[config.mk]
export PLATFORM = sky130hd
export DESIGN_NAME = beat_sequencer
export DESIGN_NICKNAME = d
export VERILOG_FILES = /design/src/rtl/beat_pkg.sv /design/src/rtl/gate_timer.sv /design/src/rtl/beat_sequencer.sv
export SDC_FILE = /design/constraint.sdc
export NUM_CORES = 1
export LEC_CHECK = 0
export CORE_MARGIN = 2
export CORE_UTILIZATION = 68
export CTS_CLUSTER_SIZE = 8
export DETAILED_ROUTE_END_ITERATION = 8
export DONT_BUFFER_PORTS = 1
export GPL_ROUTABILITY_DRIVEN = 0
export HOLD_SLACK_MARGIN = 0.05
export MAX_ROUTING_LAYER = met4
export PLACE_DENSITY = 0.81
export SYNTH_ARGS = -nofsm -noshare
export SYNTH_HDL_FRONTEND = slang
export SYNTH_HIERARCHICAL = 1
export SYNTH_SLANG_ARGS = --single-unit
[constraint.sdc]
create_clock -name clk -period 4.61 [get_ports clk]
set_clock_uncertainty 0.15 [all_clocks]
set_input_delay 0.2305 -clock clk [delete_from_list [all_inputs] [get_ports clk]]
set_output_delay 0.2305 -clock clk [all_outputs]
set_load 0.05 [all_outputs]
[src/rtl/beat_pkg.sv]
// -----------------------------------------------------------------------------
// beat_pkg
// Shared definitions for the beat sequencer slice: sequencer state encoding,
// the system clock rate and the default pattern length / gate width.
// -----------------------------------------------------------------------------
package beat_pkg;

    localparam int CLK_HZ              = 100_000_000;
    localparam int DEFAULT_STEPS       = 8;
    // 100 ms gate at CLK_HZ
    localparam int DEFAULT_GATE_CYCLES = 10_000_000;

    typedef enum logic [1:0] {
        STOPPED   = 2'd0,
        WAIT_BEAT = 2'd1,
        GATING    = 2'd2
    } seq_state_t;

endpackage

[src/rtl/gate_timer.sv]
// -----------------------------------------------------------------------------
// gate_timer
// Down-counter that times the gate high period. A load writes load_val into
// the counter. Otherwise the counter counts down and then holds at zero.
//
// Ports:
//   clk      in   system clock
//   reset    in   asynchronous, active-high; clears the counter
//   load     in   write load_val into the counter this cycle
//   load_val in   CW-bit reload value (GATE_CYCLES-1 to start a gate, 0 to clear)
//   expired  out  counter is zero
// -----------------------------------------------------------------------------
module gate_timer
    import beat_pkg::*;
#(
    parameter int CW = 24
) (
    input  logic          clk,
    input  logic          reset,
    input  logic          load,
    input  logic [CW-1:0] load_val,
    output logic          expired
);

    logic [CW-1:0] count_q;

    // NOTE: clocked state is written with non-blocking (<=) assignments so every
    // register samples pre-edge values; blocking here would create order races.
    always_ff @(posedge clk or posedge reset) begin
        if (reset) begin
            count_q <= '0;
        end else if (load) begin
            count_q <= load_val;
        end else if (count_q != '0) begin
            count_q <= count_q - 1'b1;
        end
    end

    assign expired = (count_q == '0);

endmodule

[src/rtl/beat_sequencer.sv]
// -----------------------------------------------------------------------------
// beat_sequencer
// On each beat, advances a step pointer through a STEPS-long on/off pattern.
// For active steps it drives a stretched gate of GATE_CYCLES clocks. It flags
// step 0 with an accent (while gated) and with a one-cycle bar_start marker.
// A restart realigns the pointer to step 0.
//
// Ports:
//   clk       in   system clock
//   reset     in   asynchronous, active-high; clears all state
//   beat      in   one-cycle beat pulse
//   restart   in   one-cycle synchronous realign request
//   run       in   level; 1 = play, 0 = stopped
//   pattern   in   STEPS bits; bit i = 1 means step i fires
//   step      out  index of the most recently played step
//   gate      out  stretched trigger for an active step
//   accent    out  high with gate when the played step is 0
//   bar_start out  one-cycle pulse whenever step 0 is played
// -----------------------------------------------------------------------------
module beat_sequencer
    import beat_pkg::*;
#(
    parameter int STEPS       = DEFAULT_STEPS,
    parameter int GATE_CYCLES = DEFAULT_GATE_CYCLES,
    parameter int CW          = 24
) (
    input  logic                     clk,
    input  logic                     reset,
    input  logic                     beat,
    input  logic                     restart,
    input  logic                     run,
    input  logic [STEPS-1:0]         pattern,
    output logic [$clog2(STEPS)-1:0] step,
    output logic                     gate,
    output logic                     accent,
    output logic                     bar_start
);

    localparam int            SW          = $clog2(STEPS);
    localparam logic [CW-1:0] GATE_RELOAD = CW'(GATE_CYCLES - 1);

    seq_state_t    state_q, state_d;
    logic [SW-1:0] ptr_q, ptr_d;
    logic [SW-1:0] step_q, step_d;
    logic          gate_q, gate_d;
    logic          accent_q, accent_d;
    logic          bar_q, bar_d;

    logic          timer_load;
    logic [CW-1:0] timer_val;
    logic          expired;

    // A beat is played only while running and not overridden by restart or stop.
    logic play;
    assign play = beat && run && !restart && (state_q != STOPPED);

    gate_timer #(.CW(CW)) u_gate_timer (
        .clk      (clk),
        .reset    (reset),
        .load     (timer_load),
        .load_val (timer_val),
        .expired  (expired)
    );

    // State and registered outputs
    always_ff @(posedge clk or posedge reset) begin
        if (reset) begin
            state_q  <= STOPPED;
            ptr_q    <= '0;
            step_q   <= '0;
            gate_q   <= 1'b0;
            accent_q <= 1'b0;
            bar_q    <= 1'b0;
        end else begin
            state_q  <= state_d;
            ptr_q    <= ptr_d;
            step_q   <= step_d;
            gate_q   <= gate_d;
            accent_q <= accent_d;
            bar_q    <= bar_d;
        end
    end

    // Next state. Priority: restart > run=0 > beat > expiry.
    always_comb begin
        state_d = state_q;
        if (restart) begin
            state_d = run ? WAIT_BEAT : STOPPED;
        end else if (!run) begin
            state_d = STOPPED;
        end else begin
            unique case (state_q)
                STOPPED:   state_d = WAIT_BEAT;
                WAIT_BEAT,
                GATING: begin
                    if (beat) begin
                        state_d = pattern[ptr_q] ? GATING : WAIT_BEAT;
                    end else if (state_q == GATING && expired) begin
                        state_d = WAIT_BEAT;
                    end
                end
                default:   state_d = STOPPED;
            endcase
        end
    end

    // Next output values and timer control
    always_comb begin
        // NOTE: every signal gets a default before any branch so no path leaves
        // it unassigned; a missing default here would infer a latch.
        ptr_d      = ptr_q;
        step_d     = step_q;
        gate_d     = gate_q;
        accent_d   = accent_q;
        bar_d      = 1'b0;
        timer_load = 1'b0;
        timer_val  = '0;

        if (restart || !run) begin
            // Realign or stop: drop the gate and clear the timer. step holds.
            ptr_d      = '0;
            gate_d     = 1'b0;
            accent_d   = 1'b0;
            timer_load = 1'b1;
        end else if (play) begin
            step_d = ptr_q;
            bar_d  = (ptr_q == '0);
            ptr_d  = ptr_q + 1'b1;   // STEPS is a power of two, so this wraps naturally
            timer_load = 1'b1;
            if (pattern[ptr_q]) begin
                // A beat on an active step retriggers with no low gap.
                gate_d    = 1'b1;
                accent_d  = (ptr_q == '0);
                timer_val = GATE_RELOAD;
            end else begin
                gate_d   = 1'b0;
                accent_d = 1'b0;
            end
        end else if (state_q == GATING && expired) begin
            gate_d   = 1'b0;
            accent_d = 1'b0;
        end
    end

    assign step      = step_q;
    assign gate      = gate_q;
    assign accent    = accent_q;
    assign bar_start = bar_q;

endmodule

Yosys cells after proc, flatten, opt, wreduce, memory -nomap -nowiden
Cells that the tools add are included.
{"block": "word_totals", "regBits": 35, "wordCells": 58}
{"block": "op_classes", "order_cmp": 1, "n_eq_ne": 3, "n_addsub": 2, "muxes": 27, "bitwise_logic": 1, "n_reduce_logical": 17}
{"cell": "24-bit two-way mux", "n": 5}
{"cell": "24-bit zero test", "n": 1}
{"cell": "24-bit nonzero test", "n": 1}
{"cell": "24-bit by 1-bit subtractor with 24-bit output, second input constant", "n": 1}
{"cell": "1-bit two-way mux", "n": 13}
{"cell": "2-bit two-way mux", "n": 5}
{"cell": "3-bit two-way mux", "n": 2}
{"cell": "2-bit nonzero test", "n": 3}
{"cell": "5-bit inequality test, second input constant", "n": 1}
{"cell": "1-bit logical AND", "n": 4}
{"cell": "3-bit by 4-bit < comparator with 1-bit output, second input constant", "n": 1}
{"cell": "2-bit case mux with 2 select lines", "n": 1}
{"cell": "3-bit by 1-bit adder with 3-bit output, second input constant", "n": 1}
{"cell": "1-bit binary-select mux with 3-bit select", "n": 1}
{"cell": "3-bit zero test", "n": 1}
{"cell": "3-bit nonzero test", "n": 1}
{"cell": "2-bit by 1-bit equality test with 1-bit output, second input constant", "n": 1}
{"cell": "2-bit equality test, second input constant", "n": 1}
{"cell": "1-bit zero test", "n": 2}
{"cell": "2-bit zero test", "n": 1}
{"cell": "2-bit AND reduction", "n": 1}
{"cell": "2-bit OR reduction", "n": 1}
{"cell": "1-bit logical OR", "n": 1}
{"cell": "1-bit inverter", "n": 1}

Longest topological paths before layout
{"block": "logic_depth", "depth_word": 7, "mapped_depth": 9}

Hierarchy
The synthesis kept the hierarchy.
{"mod": "gate_timer", "cells_each": 178, "n_inst": 1, "area_each_um2": 1581.5}
{"mod": "beat_sequencer", "cells_each": 63, "n_inst": 1, "area_each_um2": 651.9}

Worst setup path before layout
OpenSTA, ideal clock, no wires.
{"block": "synth_timing", "path_kind": "reg-to-reg", "startpoint": "register u_gate_timer.count_q[0]", "endpoint": "register u_gate_timer.count_q[18]", "setup_slack_ps": 2457, "arrival_ps": 1909, "path_buffers": 1, "path_stages_with_launch": 8, "period_less_slack_ps": 2153, "cell_sequence": "dfrtp_1 > inv_1 > ha_1 > or3b_2 > clkbuf_1 > nor4_4 > a21oi_1 > a221oi_2"}
{"block": "synth_between", "elab_chain_len": 3}
{"element": "start, declared", "line": "gate_timer.sv:25", "rtl": "logic [CW-1:0] count_q;"}
{"element": "start signal, assigned", "line": "gate_timer.sv:33", "rtl": "count_q <= load_val;"}
{"element": "start signal, assigned", "line": "gate_timer.sv:35", "rtl": "count_q <= count_q - 1'b1;"}
{"element": "24-bit by 1-bit subtractor with 24-bit output", "line": "gate_timer.sv:35"}
{"element": "24-bit two-way mux", "line": "gate_timer.sv:34", "rtl": "end else if (count_q != '0) begin"}
{"element": "24-bit two-way mux", "line": "gate_timer.sv:32", "rtl": "end else if (load) begin"}
Several ways; a longest one is shown, not always the timed one. The select of a mux whose other input is x is not followed.
A chain may end at the register's enable or synchronous reset.

Worst setup path in the final report
{"block": "layout_timing", "startpoint": "register u_gate_timer.count_q[0]", "endpoint": "register state_q[0]"}
{"block": "layout_between", "elab_chain_len": 3}
{"element": "24-bit zero test", "line": "gate_timer.sv:39", "rtl": "assign expired = (count_q == '0);"}
{"element": "named net expired", "line": "beat_sequencer.sv:51", "rtl": "logic expired;"}
{"element": "1-bit logical AND", "line": "beat_sequencer.sv:98", "rtl": "end else if (state_q == GATING && expired) begin"}
{"element": "5-bit inequality test (no line)"}
{"element": "end signal, assigned", "line": "beat_sequencer.sv:75", "rtl": "state_q <= state_d;"}
{"element": "end, declared", "line": "beat_sequencer.sv:42", "rtl": "seq_state_t state_q, state_d;"}
The timed path passes the listed nets, and every way through them passes these cells.

==> flow_summary.toml <==
[timing]
slew_viol_final = 0
tightest_slew_ns = 0.916
hold_viol_final = 0
rsz0062_at_grt = "false"
setup-violations-final = 0
maxSlewHeadroom = 0.388
max_clock_freq_ghz = 0.335
post-route-period-util = 0.647
fin_crit_ns = 2.98
setup_tns_ns = 0
final.setup.worst_slack_ns = 1.63

[critical_path]
path_delay_family = "simple AND/OR/NAND/NOR gates"
required_ns = 4.71
critPathMaxFanout = 5
worstReg2RegEnd = "state_q[0]"
crit_cells = 10
rrSetupSlack_ns = 1.63
max_stage_delay_ns = 0.56
reg2reg_depth = 10
cp-startpoint = "u_gate_timer/count_q[0]"
rr_startpoint = "u_gate_timer/count_q[0]"
timing.critical_path.buf_inv = 2
cpMaxStageDelayCell = "dlygate4sd3_1"
cp-start-kind = "flip-flop"
path_class = "reg -> reg"
worstPathCellList = "inv_1 > ha_1 > nor4b_1 > nand4_1 > nor2_1 > a21oi_1 > mux2i_1 > a211oi_1 > nor2_1 > dlygate4sd3_1"
cp-end-kind = "flip-flop"
crit_arrival_ns = 3.08
crit_top_cell = "nor2_1"
cp-endpoint = "state_q[0]"

[grt]
grt_use_total = 0.331
met3_usage = 0.0777
grt_pass1_wl_um = 8790
use_met1 = 0.394
antenna_found_initial = 0
grt.overflow.total = 0
met2_usage = 0.512
top_usage_layer = "met2"
first_global_vias = 1934
grt_max_degree = 42

[routing]
vias = 1991
viasPerCell = 6.57
route.detailed.wl_per_inst_um = 17.4
dr.pass1.iters = 7
drc = 0
wl_um = 5270
ant_nets = 0
drtIter0Drc = 218

[run]
maxCapViolations = 0

[clocking]
htree_levels = 2
post_cts_resize_count = 0
numCtsBuffers = 5
cts_buffer_depth = 2
cts.sinks = 35
clkLatencyLatePin_ns = 0.36
path_clk_slew_ns = 0.12
cts_tree = "built"
cts_root_buffer = "clkbuf_4"
post_cts_buffers = 0

[logic_synthesis]
ys.flop_type = "dfrtp_1"
synth_top_cell_area_share = 0.392
synth_most_common_cell = "dfrtp_1"
synth.top_cells.by_area = "dfrtp_1 (39%), ha_1 (3.9%), nand2_1 (3.5%)"
ys_types = 56
async_flop_share = 1.00
postSynthAreaPerCell_um2 = 9.27
synth_edf_count = 0
yosys_warnings = 6
synth_seq_cells = 35
post-synth-top-area-cell = "dfrtp_1"
yosys-top-cells-count = "dfrtp_1 (35), nand2_1 (21), nor2_1 (20)"
synthCells = 241
netlist_area_um2 = 2230
yosysSeqAreaShare = 0.392

[power]
switchingPower_uw = 245
cell_internal_pwr_uw = 501
comb_power_share = 0.207
p_seq_frac = 0.488
power_per_cell_area_nw_per_um2 = 303
swShare = 0.328
p_clk_frac = 0.305
power_leakage_uw = 0.000988
vdd_drop_max_uv = 169

[floorplanning]
start_util = 0.726
fp.dieH_um = 61.3
die_w_um = 61.3
ioPinCount = 19
num_rows = 20
core_area_um2 = 3080
dieArea_um2 = 3760

[layout]
layoutNonFillerInstCount = 303
fill_cells = 220
syn_to_final_growth_pct = 10.4
drive_gt1_frac = 0.104
fin_util = 0.801
antenna_cells = 0
fin_nets = 278

[placed_design]
numPlacedInstances = 285
hpwl_um = 3610
place_ws_ns = 2.21
io_buffer_count = 0

[worst_hold_path]
hold_path_class = "in -> reg"

[run_status]
run_status = "finished clean"
## cell usage in the layout, fill, tap and decap left out, types with 3 or more instances in the layout
master and count:
dfrtp_1 35, nand2_1 21, nor2_1 20, inv_1 15, o21ai_0 13, a21oi_1 11
dlygate4sd3_1 10, conb_1 10, nor3_1 8, ha_1 7, a31oi_1 7, o41ai_1 6
nor4_1 6, o31ai_1 6, xnor2_1 5, mux2i_1 5, clkbuf_4 5, or4_1 5
nor3b_1 4, nand4_1 4, a211oi_1 4, nand2b_1 3, nand3_1 3, and2_1 3
## flip-flops by register name (all words and copies together) (netlist names)
signal,flops
accent,1
bar_start,1
gate,1
ptr_q,3
state_q,2
step,3
u_gate_timer/count_q,24
## worst min-delay path: cells and delay by family
family | cells | cell delay, ns
xor gates and xnor gates | 1 | 0.13
and+or+nand+nor | 2 | 0.21
## layer usage
layer | part of all wire | vias to the layer above
met5 | 0 | -
met4 | 0.040 | 0
met3 | 0.073 | 28
met2 | 0.48 | 91
met1 | 0.41 | 945
li1 | - | 927
## worst min path at each step
stage | cells past startpoint | slack (ns) | end | start
floorplan | 1 | -0.07 | accent | reset
global placement | 1 | -0.03 | bar_start | reset
detailed placement | 1 | -0.02 | gate | reset
CTS | 3 | 0.08 | ptr_q[0] | beat
global route | 3 | 0.09 | ptr_q[0] | beat
finish | 3 | 0.08 | ptr_q[0] | beat
## timing repair
| item | 4_1_cts | 5_1_grt |
|---|---|---|
| hold buffers | 10 | 0 |
| endpoints found under the hold margin | 41 | 0 |
| setup endpoints to repair | 0 | 0 |
## through the flow
stage | hold slack [ns] | total power [uW] | area [um2]
6_report | 0.0796 | 746 | 2460
5_1_grt | 0.0938 | 783 | 2460
4_1_cts | 0.0767 | 743 | 2460
3_5_place_dp | -0.0183 | 512 | 2280
3_3_place_gp | -0.0257 | 504 | 2280
2_1_floorplan | -0.0671 | 480 | 2270
## cell type report
cell class / instances / area (um2) / area share
Timing Repair Buffer: 11 / 108 / 0.0437
Clock inverter: 3 / 43.8 / 0.0178
Inverter: 15 / 56.3 / 0.0228
Sequential cell: 35 / 876 / 0.355
Clock buffer: 5 / 37.5 / 0.0152
Tap cell: 44 / 55.1 / 0.0223
Multi-Input combinational cell: 190 / 1290 / 0.523
## cells by family (layout without fill, tap and decap cells)
group / Yosys count / in the layout / synth area share
mux: 7 / 7 / 0.0375
compound gates: 63 / 63 / 0.199
fa+ha+maj: 7 / 7 / 0.0392
buf+inv: 25 / 34 / 0.0459
simple gates: 96 / 96 / 0.257
other cells: 1 / 10 / 0.00168
xor+xnor: 7 / 7 / 0.0275
flops: 35 / 35 / 0.392
## power groups by stage
stage | clock [uW] | combinational [uW] | sequential (uW)
CTS | 229 | 151 | 364
finish | 227 | 154 | 365
global route | 245 | 170 | 367
floorplan | 0 | 119 | 361
detailed placement | 0 | 143 | 369
global placement | 0 | 138 | 367
(Power assumes the default switching activity.)
